## config.mk

```make
export PLATFORM = sky130hd
export DESIGN_NAME = range_tracker
export DESIGN_NICKNAME = d
export VERILOG_FILES = /design/src/rtl/range_tracker.sv
export SDC_FILE = /design/constraint.sdc
export NUM_CORES = 1
export LEC_CHECK = 0
export ABC_AREA = 0
export CAP_MARGIN = 25
export CELL_PAD_IN_SITES_DETAIL_PLACEMENT = 1
export CELL_PAD_IN_SITES_GLOBAL_PLACEMENT = 1
export CORE_UTILIZATION = 42
export CTS_CLUSTER_SIZE = 10
export DETAILED_ROUTE_END_ITERATION = 16
export PLACE_DENSITY = 0.88
export SLEW_MARGIN = 20
export SYNTH_ARGS = -nofsm -noshare
export SYNTH_HDL_FRONTEND = slang
export SYNTH_SLANG_ARGS = --single-unit
```

## constraint.sdc

```tcl
create_clock -name clock -period 10.9 [get_ports clock]
set_input_delay 1.09 -clock clock [delete_from_list [all_inputs] [get_ports clock]]
set_output_delay 1.09 -clock clock [all_outputs]
set_load 0.005 [all_outputs]
```

## src/rtl/range_tracker.sv

```systemverilog
// rtl/range_tracker.sv - captures min/max/range of a go..finish sample window.
// Define RANGE_TRACKER_COUNT_EN to build the saturating sample counter.
module range_tracker #(
   parameter int WIDTH  = 8,
   parameter int SIGNED = 0,
   parameter int CNT_W  = 8
) (
   input  logic             clock,
   input  logic             reset,
   input  logic [WIDTH-1:0] data_in,
   input  logic             go,
   input  logic             finish,
   output logic [WIDTH-1:0] range,
   output logic [WIDTH-1:0] min_val,
   output logic [WIDTH-1:0] max_val,
   output logic [CNT_W-1:0] sample_count,
   output logic             valid,
   output logic             busy,
   output logic             error
);

   typedef enum logic [1:0] {IDLE, RUN, DONE, ERR} state_t;

   state_t           state_q, state_d;
   logic [WIDTH-1:0] run_min_q, run_min_d;
   logic [WIDTH-1:0] run_max_q, run_max_d;
   logic [WIDTH-1:0] min_q, min_d;
   logic [WIDTH-1:0] max_q, max_d;
   logic [WIDTH-1:0] range_q, range_d;
   logic             valid_q, valid_d;
   logic             busy_q, busy_d;
   logic             error_q, error_d;

   logic             load_first;
   logic             publish;
   logic             clear_res;
   logic [WIDTH-1:0] samp_min;
   logic [WIDTH-1:0] samp_max;
   logic [WIDTH:0]   diff;

   function automatic logic less_than(input logic [WIDTH-1:0] a, input logic [WIDTH-1:0] b);
      if (SIGNED != 0) return $signed(a) < $signed(b);
      else             return a < b;
   endfunction

   // One extra bit keeps max-min exact for both encodings before truncation.
   function automatic logic [WIDTH:0] extend(input logic [WIDTH-1:0] a);
      return {((SIGNED != 0) & a[WIDTH-1]), a};
   endfunction

   assign samp_min = less_than(data_in, run_min_q) ? data_in : run_min_q;
   assign samp_max = less_than(run_max_q, data_in) ? data_in : run_max_q;
   assign diff     = extend(samp_max) - extend(samp_min);

   always_comb begin
      state_d    = state_q;
      run_min_d  = run_min_q;
      run_max_d  = run_max_q;
      min_d      = min_q;
      max_d      = max_q;
      range_d    = range_q;
      valid_d    = valid_q;
      busy_d     = busy_q;
      error_d    = error_q;
      load_first = 1'b0;
      publish    = 1'b0;
      clear_res  = 1'b0;
      case (state_q)
         RUN: begin
            if (go) begin
               state_d   = ERR;
               min_d     = '0;
               max_d     = '0;
               range_d   = '0;
               clear_res = 1'b1;
               valid_d   = 1'b0;
               busy_d    = 1'b0;
               error_d   = 1'b1;
            end else begin
               run_min_d = samp_min;
               run_max_d = samp_max;
               if (finish) begin
                  state_d = DONE;
                  min_d   = samp_min;
                  max_d   = samp_max;
                  range_d = diff[WIDTH-1:0];
                  publish = 1'b1;
                  valid_d = 1'b1;
                  busy_d  = 1'b0;
               end
            end
         end
         default: begin
            // IDLE, DONE and ERR share the same start/abort decode.
            if (go && !finish) begin
               state_d    = RUN;
               run_min_d  = data_in;
               run_max_d  = data_in;
               load_first = 1'b1;
               valid_d    = 1'b0;
               busy_d     = 1'b1;
               error_d    = 1'b0;
            end else if (finish) begin
               state_d   = ERR;
               min_d     = '0;
               max_d     = '0;
               range_d   = '0;
               clear_res = 1'b1;
               valid_d   = 1'b0;
               busy_d    = 1'b0;
               error_d   = 1'b1;
            end
         end
      endcase
   end

   always_ff @(posedge clock) begin
      if (reset) begin
         state_q   <= IDLE;
         run_min_q <= '0;
         run_max_q <= '0;
         min_q     <= '0;
         max_q     <= '0;
         range_q   <= '0;
         valid_q   <= 1'b0;
         busy_q    <= 1'b0;
         error_q   <= 1'b0;
      end else begin
         state_q   <= state_d;
         run_min_q <= run_min_d;
         run_max_q <= run_max_d;
         min_q     <= min_d;
         max_q     <= max_d;
         range_q   <= range_d;
         valid_q   <= valid_d;
         busy_q    <= busy_d;
         error_q   <= error_d;
      end
   end

`ifdef RANGE_TRACKER_COUNT_EN
   logic [CNT_W-1:0] run_cnt_q, run_cnt_d;
   logic [CNT_W-1:0] count_q, count_d;
   logic [CNT_W-1:0] cnt_inc;

   // Counts this cycle's sample on top of the running total, pinned at all-ones.
   assign cnt_inc = (&run_cnt_q) ? run_cnt_q : run_cnt_q + CNT_W'(1);

   always_comb begin
      run_cnt_d = run_cnt_q;
      count_d   = count_q;
      if (load_first)            run_cnt_d = CNT_W'(1);
      else if (state_q == RUN)   run_cnt_d = cnt_inc;
      if (publish)               count_d = cnt_inc;
      else if (clear_res)        count_d = '0;
   end

   always_ff @(posedge clock) begin
      if (reset) begin
         run_cnt_q <= '0;
         count_q   <= '0;
      end else begin
         run_cnt_q <= run_cnt_d;
         count_q   <= count_d;
      end
   end

   assign sample_count = count_q;
`else
   assign sample_count = '0;
`endif

   assign range   = range_q;
   assign min_val = min_q;
   assign max_val = max_q;
   assign valid   = valid_q;
   assign busy    = busy_q;
   assign error   = error_q;

endmodule
```

-- Yosys cells after proc, flatten, opt, wreduce, memory -nomap -nowiden
Index checks and enable logic that the tools add are counted.
- register bits after elaboration: 45
- latch bits: 0
- memory bits (writable): 0
- bits in read-only memories: 0
- bits of input ports: 12
- output and inout bits: 35
- word-level logic and storage cells: 62
- memories: 0
- add/subtract/negate cells: 1
- multiply operators: 0
- div/mod/pow operators: 0
- $lt $le $gt $ge: 2
- eq/ne operators: 5
- shift-type cells: 0
- multiplexer cells: 35
- bitwise gates (word level): 0
- reductions and logical operators: 10
- operators with widths (operator ; count):
    $mux 8 ; 18
    $lt 8x8->1 ; 2
    $mux 1 ; 12
    $mux 2 ; 5
    $sub 8x8->8 ; 1
    $reduce_and 2->1 ; 3
    $reduce_bool 2->1 ; 3
    $ne 2x2->1 const B ; 2
    $ne 3x3->1 const B ; 1
    $reduce_and 3->1 ; 1
    $reduce_bool 3->1 ; 1
    $eq 2x1->1 const B ; 1
    $ne 2x1->1 const B ; 1
    $logic_and 1x1->1 ; 1
    $logic_not 1->1 ; 1

-- Logic depth before layout (Yosys ltp)
- depth in word-level cells: 6
- depth in mapped cells: 17
- depth with buffers taken out: 16

-- Worst setup path after synthesis
OpenSTA, ideal clock, no wires.
- path kind: input to register
- from: in data_in[7]
- to: reg range_q[6] (netlist: range[6])
- library setup time: 0.128 ns
- arrival time: 4.064 ns
- data required time: 10.772 ns
- setup slack: 6.709 ns
- cell stages on the path: 17
- path buffers: 2
- path through: clkbuf_1 > inv_1 > ha_1 > nand2_1 > a211o_1 > o21ai_4 > clkbuf_1 > nand2_1 > o21ai_0 > ha_1 > nor2b_1 > o21ai_0 > a21boi_0 > o21a_1 > or3_1 > a32oi_1 > nor2_1
- longest elaborated chain between the ends: 6
- elaborated cells between the ends (all ways): 8
- classes of those cells: 1 x add/sub; 2 x order compare; 5 x mux
- ends and longest elaborated chain (element ; line ; RTL):
    from (decl) ; 10 ; input logic [WIDTH-1:0] data_in,
    $lt 8x8->1 ; 43 ; else return a < b;
    $mux 8, on equally long branches ; 52, 51 ;
    $sub 8x8->8 * ; 53 ; assign diff = extend(samp_max) - extend(samp_min);
    $mux 8 * ; 82 ; if (finish) begin
    $mux 8 * ; 70 ; if (go) begin
    $mux 8 * ; 68 ; case (state_q)
    to (signal assigned) ; 134 ; range_q <= range_d;
    to (decl) ; 29 ; logic [WIDTH-1:0] range_q, range_d;
Mark *: on every way between the ends. The rest lies on a longest branch, timed or not. The select of a mux whose other input is x is not followed.
A chain may end at the register's enable or synchronous reset.

-- Worst setup path in the final report
Ends and elaborated chain as after synthesis.

==> results.json <==
{
  "status": "finished clean",
  "crit_family": "compound AO/OA/AOI/OAI gates",
  "io_pins": 47,
  "slew_violations": 0,
  "cts_tree": "done",
  "antenna_found_initial": 0,
  "layout-drive-gt1-share": 0.05814,
  "start_util": 0.4337,
  "min_from": "busy",
  "critPathLaunch": "data_in[7]",
  "synth-seq-area-share": 0.3529,
  "slew_headroom": 0.5481,
  "multi_input_area_um2": 1484,
  "dp_hpwl_um": 4921,
  "reg2reg_setup_slack_ps": 7080,
  "ir_drop_mv": 0.06103,
  "grt_use_total": 0.2305,
  "drc": 0,
  "yosys-top-cells-area": "dfxtp_1 (35%), ha_1 (10%), nor2_1 (9.6%), mux2i_1 (6.3%), a21oi_1 (5.7%)",
  "via_per_inst": 5.461,
  "p_leak_nw": 1.247,
  "grt.met3_usage": 0.04343,
  "clk_latency_ps": 310,
  "syn_inst": 311,
  "dieArea_um2": 6393,
  "synth_top_cell_by_area": "dfxtp_1",
  "io_buffers": 38,
  "drt_iter0_markers": 114,
  "gp_congestion": 0.8085,
  "hold_path.class": "flip-flop to flip-flop",
  "whs_path_depth": 2,
  "final_common_cell": "nor2_1",
  "cts_setup_buffers": 0,
  "synth-async-reset-ratio": 0,
  "finalCritPeriodShare": 0.4408,
  "critical-path-max-stage-delay_ps": 650,
  "ff_latch_area_um2": 900.9,
  "clockBufferDepth": 2,
  "tightest_slew_ps": 677.8,
  "grt.overflow.total": 0,
  "rsz0062_at_grt": "no",
  "yosys_warnings": 0,
  "final_cell_mix": "nor2_1 (65), dfxtp_1 (45), clkdlybuf4s50_1 (38)",
  "syn-cell-area_um2": 2552,
  "final-setup-viol-count": 0,
  "cp-start-kind": "primary input",
  "gr-usage-met2": 0.4265,
  "skew_ps": 8.588,
  "ff2ff_path_depth": 16,
  "num_rows": 28,
  "syn_to_final_growth_pct": 20.34,
  "htreeDepth": 2,
  "syn_avg_cell_area_um2": 8.207,
  "power_density_nw_per_um2": 132.6,
  "finalHoldViolCount": 0,
  "ant_nets": 0,
  "crit_fanout": 19,
  "core-area_um2": 5886,
  "numCtsBuffers": 5,
  "cts_resized": 0,
  "die_y_um": 79.96,
  "path_cells": "clkdlybuf4s50_1 > inv_1 > ha_1 > nand2_1 > a211o_1 > o21ai_4 > mux2_2 > nor2b_1 > fa_1 > nor2b_1 > o21ai_0 > a21boi_0 > o21a_1 > or3_1 > a32oi_1 > nor2_1",
  "wl_per_cell_um": 16.16,
  "ys_ff_latch": 45,
  "critPathKind": "primary input to flip-flop",
  "synthDominantCellAreaShare": 0.3529,
  "cpMostUsedCell": "nor2b_1",
  "diodes": 0,
  "grt_max_degree": 48,
  "finalPower_w": 0.0004073,
  "ys_types": 45,
  "grt_pass1_wl_um": 11100,
  "period_minus_slack_ps": 4804,
  "fmax_mhz": 208.1,
  "reg2reg_from": "run_min_q[7]",
  "synth-main-ff-cell": "dfxtp_1",
  "critPathArrivalTime_ps": 4990,
  "drv_cap": 0,
  "nets": 377,
  "critPathSlowestCell": "clkdlybuf4s50_1",
  "cts.sinks": 45,
  "root_buffer": "clkbuf_8",
  "top_usage_layer": "met2",
  "grt_pass1_vias": 2400,
  "whs_endpoint": "busy",
  "drtPass1Iterations": 4,
  "synth_edf_count": 0,
  "r2r_end": "range[7]",
  "worst-path-buf-inv": 2,
  "fill_cells": 711,
  "clk_pin_slew_ps": 90,
  "vias": 2288,
  "die_w_um": 79.96,
  "cp-end-kind": "flip-flop",
  "worstPathRequired_ps": 11090,
  "use_met1": 0.2421,
  "ctsHoldBuffers": 0,
  "setup_tns_ps": 0,
  "wirelength_um": 6771
}
Yosys cell counts (all sizes together), types with 4 or more instances:
cell     n
mux2i   16
nor2b    6
nand2b   5
buf     11
inv     21
nor2    65
o21ai   16
a22oi    9
nand2   15
dfxtp   45
ha      21
a21oi   29
nor3     4
clkbuf  12
flip-flops by register name (all words and copies together) (netlist names), 2 cells and up:
signal     count
max_val        8
min_val        8
range          8
run_max_q      8
run_min_q      8
state_q        2
worst register-to-register path: cells and delay by family (launching register included):
| kind | cells | cell delay (ps) |
|---|---|---|
| compound gates | 8 | 1690 |
| fa+ha+maj | 2 | 620 |
| buf+inv | 3 | 390 |
| simple gates | 3 | 620 |
| flops | 1 | 430 |
worst max-delay path by stage:
stage | endpoint | cells after the start
CTS | range[6] | 16
floorplan | range[6] | 17
global placement | range[6] | 16
detailed placement | range[6] | 16
finish | range[6] | 16
global route | range[7] | 16
power breakdown:
group	switching [W]	leakage (nW)	internal, W	total (W)
Combinational	0.0000584	0.825	0.0000431	0.000101
Clock	0.0000603	0.0554	0.0000689	0.000129
Sequential	0.00000531	0.366	0.000171	0.000177
Total	0.000124	1.25	0.000283	0.000407
logic make-up after synthesis:
family	share of synthesized area
buffers and inverters	0.07941
multiplexers	0.07157
XOR/XNOR	0.003432
flip-flops	0.3529
AND/OR/NAND/NOR	0.1868
AO/OA/AOI/OAI	0.1936
other	0.001469
adder cells (fa/ha/maj)	0.1108
cell type report:
cell class | instances | area share
Multi-Input combinational cell | 229 | 0.4831
Sequential cell | 45 | 0.2933
Timing Repair Buffer | 41 | 0.1312
Tap cell | 75 | 0.03055
Inverter | 21 | 0.02566
Clock buffer | 6 | 0.02363
Clock inverter | 2 | 0.01263
metrics by stage:
stage / hold WS, ps / cell area, µm² / setup WS, ps / std cells / util
after floorplan: 458.7 / 2579 / 6709 / 318 / -
after global placement: 471.2 / 2960 / 5967 / 411 / 0.5030
after detailed placement: 483.3 / 2960 / 5812 / 411 / 0.5030
after CTS: 499.7 / 3072 / 6121 / 419 / 0.5219
after global routing: 539.7 / 3072 / 5803 / 419 / 0.5219
final: 493.0 / 3072 / 6096 / 419 / 0.5219
per-layer routing:
layer,vias to the layer above,share of wire
li1,1111,-
met1,1107,0.40
met2,53,0.53
met3,17,0.039
met4,0,0.032
met5,-,0
No activity file was read; power rests on OpenSTA's default activity.
==> patch 1 (same settings) <==
Re-encode `state_t` (4 states) as one-hot, 4 bits wide.
--- a/src/rtl/range_tracker.sv
+++ b/src/rtl/range_tracker.sv
@@ -19,7 +19,7 @@
    output logic             error
 );
 
-   typedef enum logic [1:0] {IDLE, RUN, DONE, ERR} state_t;
+   typedef enum logic [3:0] {IDLE = 4'b0001, RUN = 4'b0010, DONE = 4'b0100, ERR = 4'b1000} state_t;
 
    state_t           state_q, state_d;
    logic [WIDTH-1:0] run_min_q, run_min_d;
Function: same outputs for any inputs over 4 cycles, from zero or initial values and one cycle with reset high; so few cycles prove little.
==> patch 1 against the original RTL <==
- power decreased by 3.6%
- via count decreased by 2.1%
- wire length decreased by 4.0%
- final cell count decreased by 1.4%
- design area increased by 1.5%
- core utilization increased by 0.14 points
- clock skew increased by 0.00094 ns
- critical path depth unchanged
- critical path type unchanged
- area after synthesis increased by 1.7%
- setup slack got worse by 0.30 ns
- count of clock-buffer cells in the layout decreased by 1
- sequential cell count increased by 1
==> patch 1: results (changes against the original RTL) <==
status=completed (unchanged); Synth Area in XOR/XNOR=0.675% (was 0.343%); Syn Inst Count=305 (was 311); vias=2240 (was 2288); top cells by count, synth=61 x nor2_1, 46 x dfxtp_1, 22 x a21oi_1 (was 65 x nor2_1, 45 x dfxtp_1, 29 x a21oi_1); Leakage=1.29 nW (was 1.25 nW); worst slack, placed=5.48 ns (was 5.81 ns); pin count of the biggest net entering global routing=49 (was 48); via density per instance=5.42 (was 5.46); cell count after placement=405 (was 411); first-pass GRT wire length=10.7 mm (was 11.1 mm); htree depth=2 (unchanged); Netlist cell types=47 (was 45); Synth area leaders=dfxtp_1 35%, ha_1 10%, nor2_1 8.8%, mux2i_1 7.7%, a21oi_1 4.2% (was dfxtp_1 35%, ha_1 10%, nor2_1 9.6%, mux2i_1 6.3%, a21oi_1 5.7%); internal power=0.277 mW (was 0.283 mW); share of layout cells above drive strength 1=6.21% (was 5.81%); Adder-Cell Fraction of Synth Area=10.9% (was 11.1%); CP peak stage delay=0.59 ns (was 0.65 ns); nets=371 (was 377); clk_skew=0.00953 ns (was 0.00859 ns); mux cell area share after synthesis=9.88% (was 7.16%); Tot GR Track Use=21.8% (was 23.0%); Seq/Total Area, Yosys=35.5% (was 35.3%); vias in the first global route=2246 (was 2400); Critical Path AT=5.36 ns (was 4.99 ns); worst IR drop on VDD=0.0000533 V (was 0.0000610 V); share of total power in the clock network=33.9% (was 31.7%); Slew headroom=41.0% (was 54.8%); Initial DRC Count=93 (was 114); Final GP Congestion=0.814 (was 0.809); Max Fanout on Critical Path=7 (was 19); fraction of power consumed by sequential logic=44.8% (was 43.4%); CP top delay family=simple AND/OR/NAND/NOR gates (was compound AO/OA/AOI/OAI gates); dpl hpwl=4.80 mm (was 4.92 mm)
[patch 1: cell types whose count changed after synthesis, moves of 2 or more]
cell,change
and2_1,+2
nand2_1,-4
mux2i_1,+4
o21ai_4,-2
buf_2,+2
o21ai_0,-5
a2111oi_1,+2
mux2_2,+3
a2bb2oi_1,+2
nor2_1,-4
a21oi_1,-7
nor2b_1,-3
[patch 1: kinds of logic (layout without fill, tap and decap cells)]
kind of cell | after synthesis | in the layout
AO/OA/AOI/OAI | 65 | 65
XOR/XNOR | 2 | 2
adder cells (fa/ha/maj) | 22 | 22
buffers and inverters | 43 | 69
flip-flops | 46 | 46
multiplexers | 25 | 25
other | 1 | 8
AND/OR/NAND/NOR | 101 | 101
[patch 1: area by class of cell]
type,count,area [um2]
clock buffer,5,68.8
fill,735,2840
clock inverter,3,43.8
timing repair buffer,40,399
sequential,46,921
multi-input combinational,223,1510
inverter,21,78.8
tap,75,93.8
[patch 1: path summary, 6_finish.rpt]
| kind | start | endpoint | slack (ns) | cells past startpoint |
|---|---|---|---|---|
| worst max-delay path | data_in[1] | range[7] | 5.80 | 16 |
| worst min-delay path | state_q[3] | state_q[3] | 0.46 | 2 |
| worst max register to register | run_min_q[7] | range[6] | 6.89 | 14 |
| worst min register to register | state_q[3] | state_q[3] | 0.46 | 2 |
[patch 1: tightest hold or removal path: stages, from the launching register on]
cell and delay (ns):
dfxtp_1 0.32, nand2_1 0.05, a21oi_1 0.05
[patch 1: metal layers]
layer	track usage (%)	up-vias	wire [um]
met5	0	-	0
met4	8.57	0	157
met3	4.09	10	199
met2	37.8	43	3250
met1	26.3	1082	2890
li1	-	1105	-
==> patch 2 (same flow settings) <==
Made on the original files. The parameter `CNT_W` goes from 8 to 6.
--- a/src/rtl/range_tracker.sv
+++ b/src/rtl/range_tracker.sv
@@ -3,7 +3,7 @@
 module range_tracker #(
    parameter int WIDTH  = 8,
    parameter int SIGNED = 0,
-   parameter int CNT_W  = 8
+   parameter int CNT_W  = 6
 ) (
    input  logic             clock,
    input  logic             reset,
Ports: changed (resized sample_count); port bits go from 47 to 45. No check against the original RTL was run, so the function may have changed too.
==> patch 2 against the original RTL <==
- setup slack better by 0.0021 ns
- design area down 0.86%
- count of clock-buffer cells in the layout unchanged
- sequential share of layout area up 0.25 points
- power down 4.4%
- highest routed layer unchanged
- sequential cell count unchanged
- area after synthesis down 0.59%
- global-route usage down 0.30 points
- worst hold slack worse by 0.0017 ns
- critical endpoint is now range[7]
- wire length down 3.6%
==> patch 2: results (changes against the original RTL) <==
first-pass GRT wire length=11.0 mm (was 11.1 mm); Critical Path AT=5.05 ns (was 4.99 ns); Synth area leaders=dfxtp_1 36%, ha_1 10%, nor2_1 9.6%, mux2i_1 6.3%, a21oi_1 5.7% (was dfxtp_1 35%, ha_1 10%, nor2_1 9.6%, mux2i_1 6.3%, a21oi_1 5.7%); Worst Setup EP=range[7] (was range[6]); Slew headroom=53.6% (was 54.8%); Fmax=0.208 GHz (about the same); M1 WL=3.03 mm (was 2.73 mm); Final GP Congestion=0.814 (was 0.809); Hold Path Origin=min_val[2] (was busy); worst slack, placed=5.81 ns (about the same); met3 Use GR=3.54% (was 4.34%); Hold Path Sink=min_val[2] (was busy); Total Wirelength=6.53 mm (was 6.77 mm); met1 Use GR=29.1% (was 24.2%); Max Fanout on Critical Path=13 (was 19); nets=375 (was 377); met3 WL post-DR=232 um (was 261 um); status=completed (unchanged); Leakage=1.24 nW (was 1.25 nW); flop-to-flop setup slack=7.03 ns (was 7.08 ns); clk_skew=0.0124 ns (was 0.00859 ns); Initial DRC Count=94 (was 114); Combinational Power Share=25.9% (was 24.9%); internal power=0.265 mW (was 0.283 mW); worst IR drop on VDD=0.0000544 V (was 0.0000610 V); Tot GR Track Use=22.7% (was 23.0%); share of layout cells above drive strength 1=6.14% (was 5.81%)
==> patch 2: cell count changes in the layout (fill, tap and decap cells not counted) <==
cell | unedited run | this run
clkbuf_1 | 1 | 0
conb_1 | 8 | 6
bufinv_16 | 1 | 0
clkinv_2 | 0 | 1
clkbuf_8 | 5 | 6
==> patch 2: cell type report <==
class,instances,area [um2],share of cell area [%]
Multi-Input combinational cell,227,1480,48.5
Sequential cell,45,901,29.6
Clock inverter,2,13.8,0.452
Tap cell,72,90.1,2.96
Clock buffer,6,82.6,2.71
Timing Repair Buffer,41,403,13.2
Inverter,21,78.8,2.59
==> patch 2: worst max-delay path, cell delays in order <==
cell	delay, ns
clkdlybuf4s50_1	0.64
ha_1	0.32
a41o_1	0.24
a21oi_1	0.21
o31ai_2	0.11
buf_4	0.21
o21ai_0	0.41
inv_1	0.09
ha_1	0.29
nor2b_1	0.13
o21ai_0	0.21
a21boi_0	0.16
o21ai_0	0.31
a21oi_1	0.13
or4_1	0.41
nand3_1	0.10
==> patch 2: cell families (layout without fill, tap and decap cells) <==
kind of cell | Yosys count | after routing | synth area share (%)
multiplexers | 18 | 18 | 7.20
AO/OA/AOI/OAI | 72 | 72 | 19.5
adder cells (fa/ha/maj) | 22 | 22 | 11.1
buffers and inverters | 42 | 70 | 7.40
other | 1 | 6 | 0.148
XOR/XNOR | 1 | 1 | 0.345
AND/OR/NAND/NOR | 108 | 108 | 18.8
flip-flops | 45 | 45 | 35.5
==> patch 2: stage by stage <==
step	power [mW]	instances	utilization (%)	hold WS, ns	instance area [um2]
3_5_place_dp	0.279	406	52.0	0.480	2950
2_1_floorplan	0.251	314	-	0.459	2560
3_3_place_gp	0.275	406	52.0	0.464	2950
6_report	0.389	414	53.7	0.491	3050
5_1_grt	0.413	414	53.7	0.524	3050
4_1_cts	0.394	414	53.7	0.501	3050
